===== config.mk =====
export PLATFORM = sky130hd
export DESIGN_NAME = blit_regs_flat
export DESIGN_NICKNAME = d
export VERILOG_FILES = /design/src/rtl/blit_regs_if.sv /design/src/rtl/blit_regs.sv /design/src/flat_wrapper.sv
export SDC_FILE = /design/constraint.sdc
export NUM_CORES = 1
export LEC_CHECK = 0
export BUFFER_PORTS_ARGS = -buffer_cell sky130_fd_sc_hd__buf_2
export CAP_MARGIN = 10
export CORE_ASPECT_RATIO = 1.1
export CORE_MARGIN = 2
export CORE_UTILIZATION = 29
export CTS_CLUSTER_DIAMETER = 120
export CTS_CLUSTER_SIZE = 40
export DETAILED_ROUTE_END_ITERATION = 10
export PLACE_DENSITY_LB_ADDON = 0.2
export SLEW_MARGIN = 20
export SYNTH_ARGS = -nofsm -noshare
export SYNTH_HDL_FRONTEND = slang
export SYNTH_SLANG_ARGS = --single-unit
export TNS_END_PERCENT = 5

===== constraint.sdc =====
create_clock -name clk -period 3.13 [get_ports clk]
set_input_delay 0.313 -clock clk [delete_from_list [all_inputs] [get_ports clk]]
set_output_delay 0.313 -clock clk [all_outputs]
set_load 0.005 [all_outputs]

===== src/rtl/blit_regs_if.sv =====
// rtl/blit_regs_if.sv - router-to-register-file request/ack bus
interface blit_regs_if;
  logic        req;
  logic [7:0]  addr;
  logic [15:0] wdata;
  logic [1:0]  wstrb;
  logic        we;
  logic        ack;
  logic [15:0] rdata;

  modport master (
    output req, addr, wdata, wstrb, we,
    input  ack, rdata
  );

  modport slave (
    input  req, addr, wdata, wstrb, we,
    output ack, rdata
  );
endinterface


===== src/rtl/blit_regs.sv =====
// rtl/blit_regs.sv - display/vblank/irq registers and keyboard receive FIFO
// Every request is acked one cycle later; irq is a registered level.
module blit_regs #(
  parameter int KBD_DEPTH = 8
) (
  input  logic        clk,
  input  logic        rstn,
  blit_regs_if.slave  regs,
  input  logic        vblank,
  input  logic        kbd_valid,
  input  logic [7:0]  kbd_data,
  output logic        kbd_ready,
  output logic [15:0] disp_base,
  output logic        irq
);

  localparam int PW = $clog2(KBD_DEPTH);
  localparam int CW = PW + 1;
  localparam logic [CW-1:0] FULL_COUNT = CW'(KBD_DEPTH);

  localparam logic [6:0] W_DADDR  = 7'h00;
  localparam logic [6:0] W_STAT   = 7'h01;
  localparam logic [6:0] W_MASK   = 7'h02;
  localparam logic [6:0] W_KDATA  = 7'h03;
  localparam logic [6:0] W_KCOUNT = 7'h04;
  localparam logic [6:0] W_TICKS  = 7'h05;

  logic [15:0]   daddr_q, daddr_d;
  logic          vbl_q, vbl_d;
  logic [1:0]    mask_q, mask_d;
  logic [15:0]   ticks_q, ticks_d;
  logic          vblank_q;
  logic [7:0]    mem_q [KBD_DEPTH];
  logic [PW-1:0] wr_ptr_q, wr_ptr_d;
  logic [PW-1:0] rd_ptr_q, rd_ptr_d;
  logic [CW-1:0] count_q, count_d;
  logic          ack_q;
  logic [15:0]   rdata_q, rdata_d;
  logic          irq_q, irq_d;

  logic [6:0] word;
  logic       rd_req, wr_req;
  logic       vbl_rise;
  logic       kbd_nonempty;
  logic       push, pop;
  logic       ticks_wr;
  logic       unused_addr0;

  assign unused_addr0 = regs.addr[0];
  assign word         = regs.addr[7:1];
  assign rd_req       = regs.req & ~regs.we;
  assign wr_req       = regs.req & regs.we;
  assign vbl_rise     = vblank & ~vblank_q;
  assign kbd_nonempty = (count_q != '0);
  assign kbd_ready    = (count_q != FULL_COUNT);
  assign push         = kbd_valid & kbd_ready;
  // Pop decision uses the registered count, so a byte arriving this cycle is not visible yet.
  assign pop          = rd_req & (word == W_KDATA) & kbd_nonempty;
  assign ticks_wr     = wr_req & (word == W_TICKS) & (regs.wstrb != 2'b00);

  always_comb begin
    rdata_d = rdata_q;
    if (rd_req) begin
      case (word)
        W_DADDR:  rdata_d = daddr_q;
        W_STAT:   rdata_d = {14'b0, kbd_nonempty, vbl_q};
        W_MASK:   rdata_d = {14'b0, mask_q};
        W_KDATA:  rdata_d = kbd_nonempty ? {8'h80, mem_q[rd_ptr_q]} : 16'h0000;
        W_KCOUNT: rdata_d = 16'(count_q);
        W_TICKS:  rdata_d = ticks_q;
        default:  rdata_d = 16'h0000;
      endcase
    end
  end

  always_comb begin
    daddr_d = daddr_q;
    mask_d  = mask_q;
    vbl_d   = vbl_q;
    ticks_d = ticks_q;
    if (wr_req && word == W_DADDR) begin
      if (regs.wstrb[0]) daddr_d[7:0]  = regs.wdata[7:0];
      if (regs.wstrb[1]) daddr_d[15:8] = regs.wdata[15:8];
    end
    if (wr_req && word == W_MASK && regs.wstrb[0]) begin
      mask_d = regs.wdata[1:0];
    end
    if (wr_req && word == W_STAT && regs.wstrb[0] && regs.wdata[0]) begin
      vbl_d = 1'b0;
    end
    // Edge set is applied after the clear so a colliding edge keeps VBL high.
    if (vbl_rise) begin
      vbl_d = 1'b1;
    end
    if (ticks_wr) begin
      if (regs.wstrb[0]) ticks_d[7:0]  = regs.wdata[7:0];
      if (regs.wstrb[1]) ticks_d[15:8] = regs.wdata[15:8];
    end else if (vbl_rise) begin
      ticks_d = ticks_q + 16'd1;
    end
  end

  always_comb begin
    wr_ptr_d = wr_ptr_q + PW'(push);
    rd_ptr_d = rd_ptr_q + PW'(pop);
    count_d  = count_q + CW'(push) - CW'(pop);
    irq_d    = |({kbd_nonempty, vbl_q} & mask_q);
  end

  always_ff @(posedge clk or negedge rstn) begin
    if (!rstn) begin
      daddr_q  <= '0;
      vbl_q    <= 1'b0;
      mask_q   <= '0;
      ticks_q  <= '0;
      vblank_q <= 1'b0;
      wr_ptr_q <= '0;
      rd_ptr_q <= '0;
      count_q  <= '0;
      ack_q    <= 1'b0;
      rdata_q  <= '0;
      irq_q    <= 1'b0;
    end else begin
      daddr_q  <= daddr_d;
      vbl_q    <= vbl_d;
      mask_q   <= mask_d;
      ticks_q  <= ticks_d;
      vblank_q <= vblank;
      wr_ptr_q <= wr_ptr_d;
      rd_ptr_q <= rd_ptr_d;
      count_q  <= count_d;
      ack_q    <= regs.req;
      rdata_q  <= rdata_d;
      irq_q    <= irq_d;
    end
  end

  always_ff @(posedge clk) begin
    if (push) begin
      mem_q[wr_ptr_q] <= kbd_data;
    end
  end

  assign regs.ack   = ack_q;
  assign regs.rdata = rdata_q;
  assign disp_base  = daddr_q;
  assign irq        = irq_q;

endmodule


===== src/flat_wrapper.sv =====
// flat-port wrapper written by rule: the top's interface ports become plain ports
module blit_regs_flat 
#(
  parameter int KBD_DEPTH = 8
)
  (clk, rstn, vblank, kbd_valid, kbd_data, kbd_ready, disp_base, irq, regs_req, regs_addr, regs_wdata, regs_wstrb, regs_we, regs_ack, regs_rdata);
  blit_regs_if regs_i ();
  input  logic clk;
  input  logic rstn;
  input  logic vblank;
  input  logic kbd_valid;
  input  logic [7:0] kbd_data;
  output logic kbd_ready;
  output logic [15:0] disp_base;
  output logic irq;
  input wire logic [$bits(regs_i.req)-1:0] regs_req;
  input wire logic [$bits(regs_i.addr)-1:0] regs_addr;
  input wire logic [$bits(regs_i.wdata)-1:0] regs_wdata;
  input wire logic [$bits(regs_i.wstrb)-1:0] regs_wstrb;
  input wire logic [$bits(regs_i.we)-1:0] regs_we;
  output wire logic [$bits(regs_i.ack)-1:0] regs_ack;
  output wire logic [$bits(regs_i.rdata)-1:0] regs_rdata;
  assign regs_i.req = regs_req;
  assign regs_i.addr = regs_addr;
  assign regs_i.wdata = regs_wdata;
  assign regs_i.wstrb = regs_wstrb;
  assign regs_i.we = regs_we;
  assign regs_ack = regs_i.ack;
  assign regs_rdata = regs_i.rdata;
  blit_regs #(.KBD_DEPTH(KBD_DEPTH)) u_core (.clk(clk), .rstn(rstn), .regs(regs_i), .vblank(vblank), .kbd_valid(kbd_valid), .kbd_data(kbd_data), .kbd_ready(kbd_ready), .disp_base(disp_base), .irq(irq));
endmodule

* Yosys cells after proc, flatten, opt, wreduce, memory -nomap -nowiden *
Memories as Yosys holds them, arrays and structs flattened.
Index checks and enable logic that the tools add are counted.

word-level totals
  register bits after elaboration = 64
  bits in writable memories = 64
  input port bits = 40
  output and inout port bits = 35
  memories = 1

memories
  memory        words  width  rd ports  clocked after memory_dff  wr ports  RTL line         text
  u_core.mem_q  8      8      1         0                         1         blit_regs.sv:33  logic [7:0] mem_q [KBD_DEPTH];

cells by class
  add/sub/neg operators = 5
  equal/unequal tests = 8
  multiplexer cells = 10
  bitwise gates (word level) = 11
  reductions and logical operators = 16

operators with widths
  kind                     count
  $pmux W16 S6             1
  $mux W16                 3
  $add A16 B1 Y16 const B  1
  $mux W8                  2
  $eq A7 B2 Y1 const B     2
  $eq A7 B3 Y1 const B     2
  $and A1 B1 Y1            8
  $reduce_and A2 Y1        4
  $eq A7 B1 Y1 const B     1
  $logic_not A7 Y1         1
  $add A3 B1 Y3            2
  $logic_and A1 B1 Y1      6
  $reduce_bool A2 Y1       3
  $add A4 B1 Y4            1
  $mux W1                  4
  $ne A2 B2 Y1 const B     2
  $ne A4 B4 Y1 const B     1
  $reduce_bool A4 Y1       1
  $sub A4 B1 Y4            1
  $and A2 B2 Y2            1
  $not A1 Y1               2
  $reduce_or A2 Y1         1

* Logic depth before layout (Yosys ltp) *
  depth after elaboration = 6
  depth in mapped cells = 10

* Least setup slack after synthesis *
No wires, ideal clock.

  kind = input to register
  start = input port regs_addr[6]
  end = register u_core.count_q[2]
  setup time = 122 ps
  data arrival time = 2237 ps
  required time = 3008 ps
  slack = 770 ps
  stages = 9
  path buffers = 1
  path through = or4_4 > buf_6 > nor2_1 > nand4_1 > nand2_1 > nand2_1 > ha_1 > fa_1 > xor2_1

between the ends
  word-level cells in the longest chain between the ends = 4

ends and longest elaborated chain
  what                        RTL line            text
  start, declared             flat_wrapper.sv:17  input wire logic [$bits(regs_i.addr)-1:0] regs_addr;
  $eq A7 B2 Y1                blit_regs.sv:58     assign pop = rd_req & (word == W_KDATA) & kbd_nonempty;
  $and A1 B1 Y1 (2 in a row)  blit_regs.sv:58
  $sub A4 B1 Y4               blit_regs.sv:106    count_d = count_q + CW'(push) - CW'(pop);
  via u_core.count_d[2]       blit_regs.sv:36     logic [CW-1:0] count_q, count_d;
  end signal, assigned        blit_regs.sv:131    count_q <= count_d;
  end, declared               blit_regs.sv:36

The timed path passes the listed nets, and every way through them passes these cells.
A chain may end at the register's enable or synchronous reset.

* Final worst setup path *
  start = register u_core.rd_ptr_q[0]
  end = register u_core.rdata_q[1] (netlist: u_core.regs.rdata[1])

between the ends
  word-level cells in the longest chain between the ends = 3

ends and longest elaborated chain
  what                    RTL line          text
  start, declared         blit_regs.sv:35   logic [PW-1:0] rd_ptr_q, rd_ptr_d;
  start signal, assigned  blit_regs.sv:130  rd_ptr_q <= rd_ptr_d;
  $mem_v2 Z8 W8           --
  $mux W16                blit_regs.sv:68   W_KDATA: rdata_d = kbd_nonempty ? {8'h80, mem_q[rd_ptr_q]} : 16'h0000;
  $pmux W16 S6            blit_regs.sv:64   case (word)
  end signal, assigned    blit_regs.sv:133  rdata_q <= rdata_d;
  end, declared           blit_regs.sv:38   logic [15:0] rdata_q, rdata_d;

Every way passes these cells.

==> run metrics <==
outcome=complete, no violations; Clock Latency Late Sink=0.42 ns; first-pass GRT wire length=23,100 um; fraction of layout cells with a size suffix above 1=31.3%; Syn Std Cell Area=5760 um^2; Final Hold Viols=0; Gate power share=14.5%; Worst Tran Pin Value=0.869 ns; crit path launch type=flop; pwr dens=678 nW/um^2; post-synthesis sequential area ratio=61.1%; Setup-failing EPs final=0; worst-case vdd ir drop=370 uV; worst slack, placed=0.644 ns; CP Max Fanout=11; asr flop ratio synth=50.0%; skew final=0.00978 ns; Reg clk slew, reported paths=0.06 ns; Lkg Pwr=2.84 nW; Clk pwr share=39.9%; n_diodes=0; worst path buffer plus inverter count=0; period utilization=69.2%; Die X=138 um; initial detailed-routing violation count=256; WP depth=5; CP cell instances=mux4_2 -> mux2i_1 -> and3_1 -> nor4_1 -> a211o_1; sw power=1.30 mW; Synth Register Bits=128; Core Rows=54; # nets final=574; Distinct cells, synth=50; post-synth top area share=33.3%; count of boundary I/O pins=75; total clock buffers created by CTS=17; vias in the first global route=4,025; Syn-to-layout area delta=22.2%; via count=3,863; die height=152 um; Post-CTS Setup Inserts=0; Final Non-Filler Cells=789; post-route cell area=7040 um^2; Period minus WS final=2.17 ns; sw frac=27.2%; routability cong.=0.759; FMAX=462 MHz; Cells after Synth=436; Post-DP Area=6470 um^2; Warnings, synthesis=0; Worst Path Arrival=2.46 ns; # hold bufs at CTS=0; Congestion Overflow GR=0; leading cell type in the layout, fill and taps excluded=buf_2; syn nets=486; DRC viols=0; Initial Util=29.3%; crit-path max cell delay=0.77 ns; Synth area leader=edfxtp_1; RSZ-0062 raised after global routing=false; routed wire length=14,500 um; Std-Cell Core Area=19,700 um^2; highest-count cells in the layout ignoring fill and taps=buf_2, dfrtp_1, edfxtp_1; internal power=3.48 mW; largest net degree at the start of global routing=65; critical path's slowest cell=dfrtp_1; Crit. End Element=flop; post-cts gate resize count=0; Die ar.=21,000 um^2; DP HPWL=10,200 um; r2r worst-path depth=5; root buf cell=clkbuf_16; Pre-Repair DR Iteration Count=4; Seq pwr share=45.5%; dominant synthesized flop cell=edfxtp_1; setup_tns=0 ns; Synth area leaders=edfxtp_1, dfrtp_1, mux4_2; HP Class=input port to flop; WHS=0.0219 ns; CTS tree=done; Post-synth EDFFs=64; Worst Path Required=3.43 ns; Tot GR Track Use=14.4%; slew margin rel.=42.1%; initial antenna violation count=0; I/O Buffers=73; Vias/cell=4.90; Max-Cap Viols=0; Wirelength per Cell=18.3 um; clock sink count=128; H-tree depth=4; hold-critical path depth=1; Mean Syn Cell Area=13.2 um^2; CTS Buffer Depth=2; delay-heaviest family, CP=flip-flops; placed cell count=757; CP Class=flop to flop; Slew Viols, Final=0; post-route ant nets=0; worst setup margin=0.964 ns
[flip-flops by register name, summed over array words and instances, names as in the netlist, 2 cells and up]
| register | flops |
|---|---|
| u_core.count_q | 4 |
| u_core.disp_base | 16 |
| u_core.mask_q | 2 |
| u_core.mem_q | 64 |
| u_core.rd_ptr_q | 3 |
| u_core.regs.rdata | 16 |
| u_core.ticks_q | 16 |
| u_core.wr_ptr_q | 3 |
[through the flow]
step                      total power [mW]  utilization, %
final                                 4.77            35.8
after global routing                  5.03            35.8
after CTS                             4.83            35.8
after detailed placement              2.92            32.9
after global placement                2.88            32.9
after floorplan                       2.61               -
[cells in the mapped netlist (4+ instances only)]
cell	number
o21ai_0	22
xor2_1	4
inv_1	7
o22a_1	7
and3_1	6
nand2_1	33
nor2_1	26
ha_1	9
a21oi_1	24
a22oi_1	13
mux2i_1	14
buf_2	5
nor4_1	4
edfxtp_1	64
mux4_2	16
o21ai_1	4
mux2_2	18
nand3_1	11
a31oi_1	8
nand2b_1	6
dfrtp_1	64
clkbuf_1	13
buf_6	4
nor3_1	8
nand4_1	4
[power groups by stage]
stage	sequential, mW	clock [mW]	combinational, mW
final	2.17	1.91	0.694
after global routing	2.21	2.03	0.789
after CTS	2.17	1.95	0.713
after detailed placement	2.21	0	0.710
after global placement	2.19	0	0.689
after floorplan	2.14	0	0.473
[layout make-up]
class / count / area (um^2)
fillers: 1915 / 12600
flip-flops and latches: 128 / 3520
well taps: 252 / 315
repair buffers: 92 / 508
clock inverters: 14 / 141
multi-input cells: 278 / 2100
inverters: 7 / 26.3
clock buffers: 18 / 429
[metal layers]
layer / share of wire [%] / track usage, % / up-vias / wire, um
met5: 0 / 0 / - / 0
met4: 1.0 / 4.71 / 0 / 149
met2: 51 / 24.0 / 87 / 7360
met3: 4.2 / 3.56 / 12 / 610
li1: - / - / 1828 / -
met1: 44 / 18.3 / 1936 / 6350
[path summary, 6_finish.rpt]
| kind | start | to | slack [ns] |
|---|---|---|---|
| max | u_core.rd_ptr_q[0] | u_core.regs.rdata[1] | 0.96 |
| max in group asynchronous | rstn | u_core.regs.rdata[13] | 2.46 |
| min | vblank | u_core.vblank_q | 0.02 |
| max reg2reg | u_core.rd_ptr_q[0] | u_core.regs.rdata[1] | 0.96 |
| min reg2reg | u_core.regs.rdata[13] | u_core.regs.rdata[13] | 0.47 |
| min in group asynchronous | rstn | u_core.irq | 0.09 |
[kinds of logic (layout without fill, tap and decap cells)]
family                     after synthesis  in the layout  synth area share, %
muxes                                   48             48                 12.2
AOI/OAI and AO/OA                       99             99                 10.9
buffers and inverters                   30            131                 2.58
and+or+nand+nor                        116            116                 10.1
DFF                                    128            128                 61.1
xor gates and xnor gates                 5              5                0.760
adders and majority gates               10             10                 2.30
Note: power is estimated with default switching activity, not from simulation.
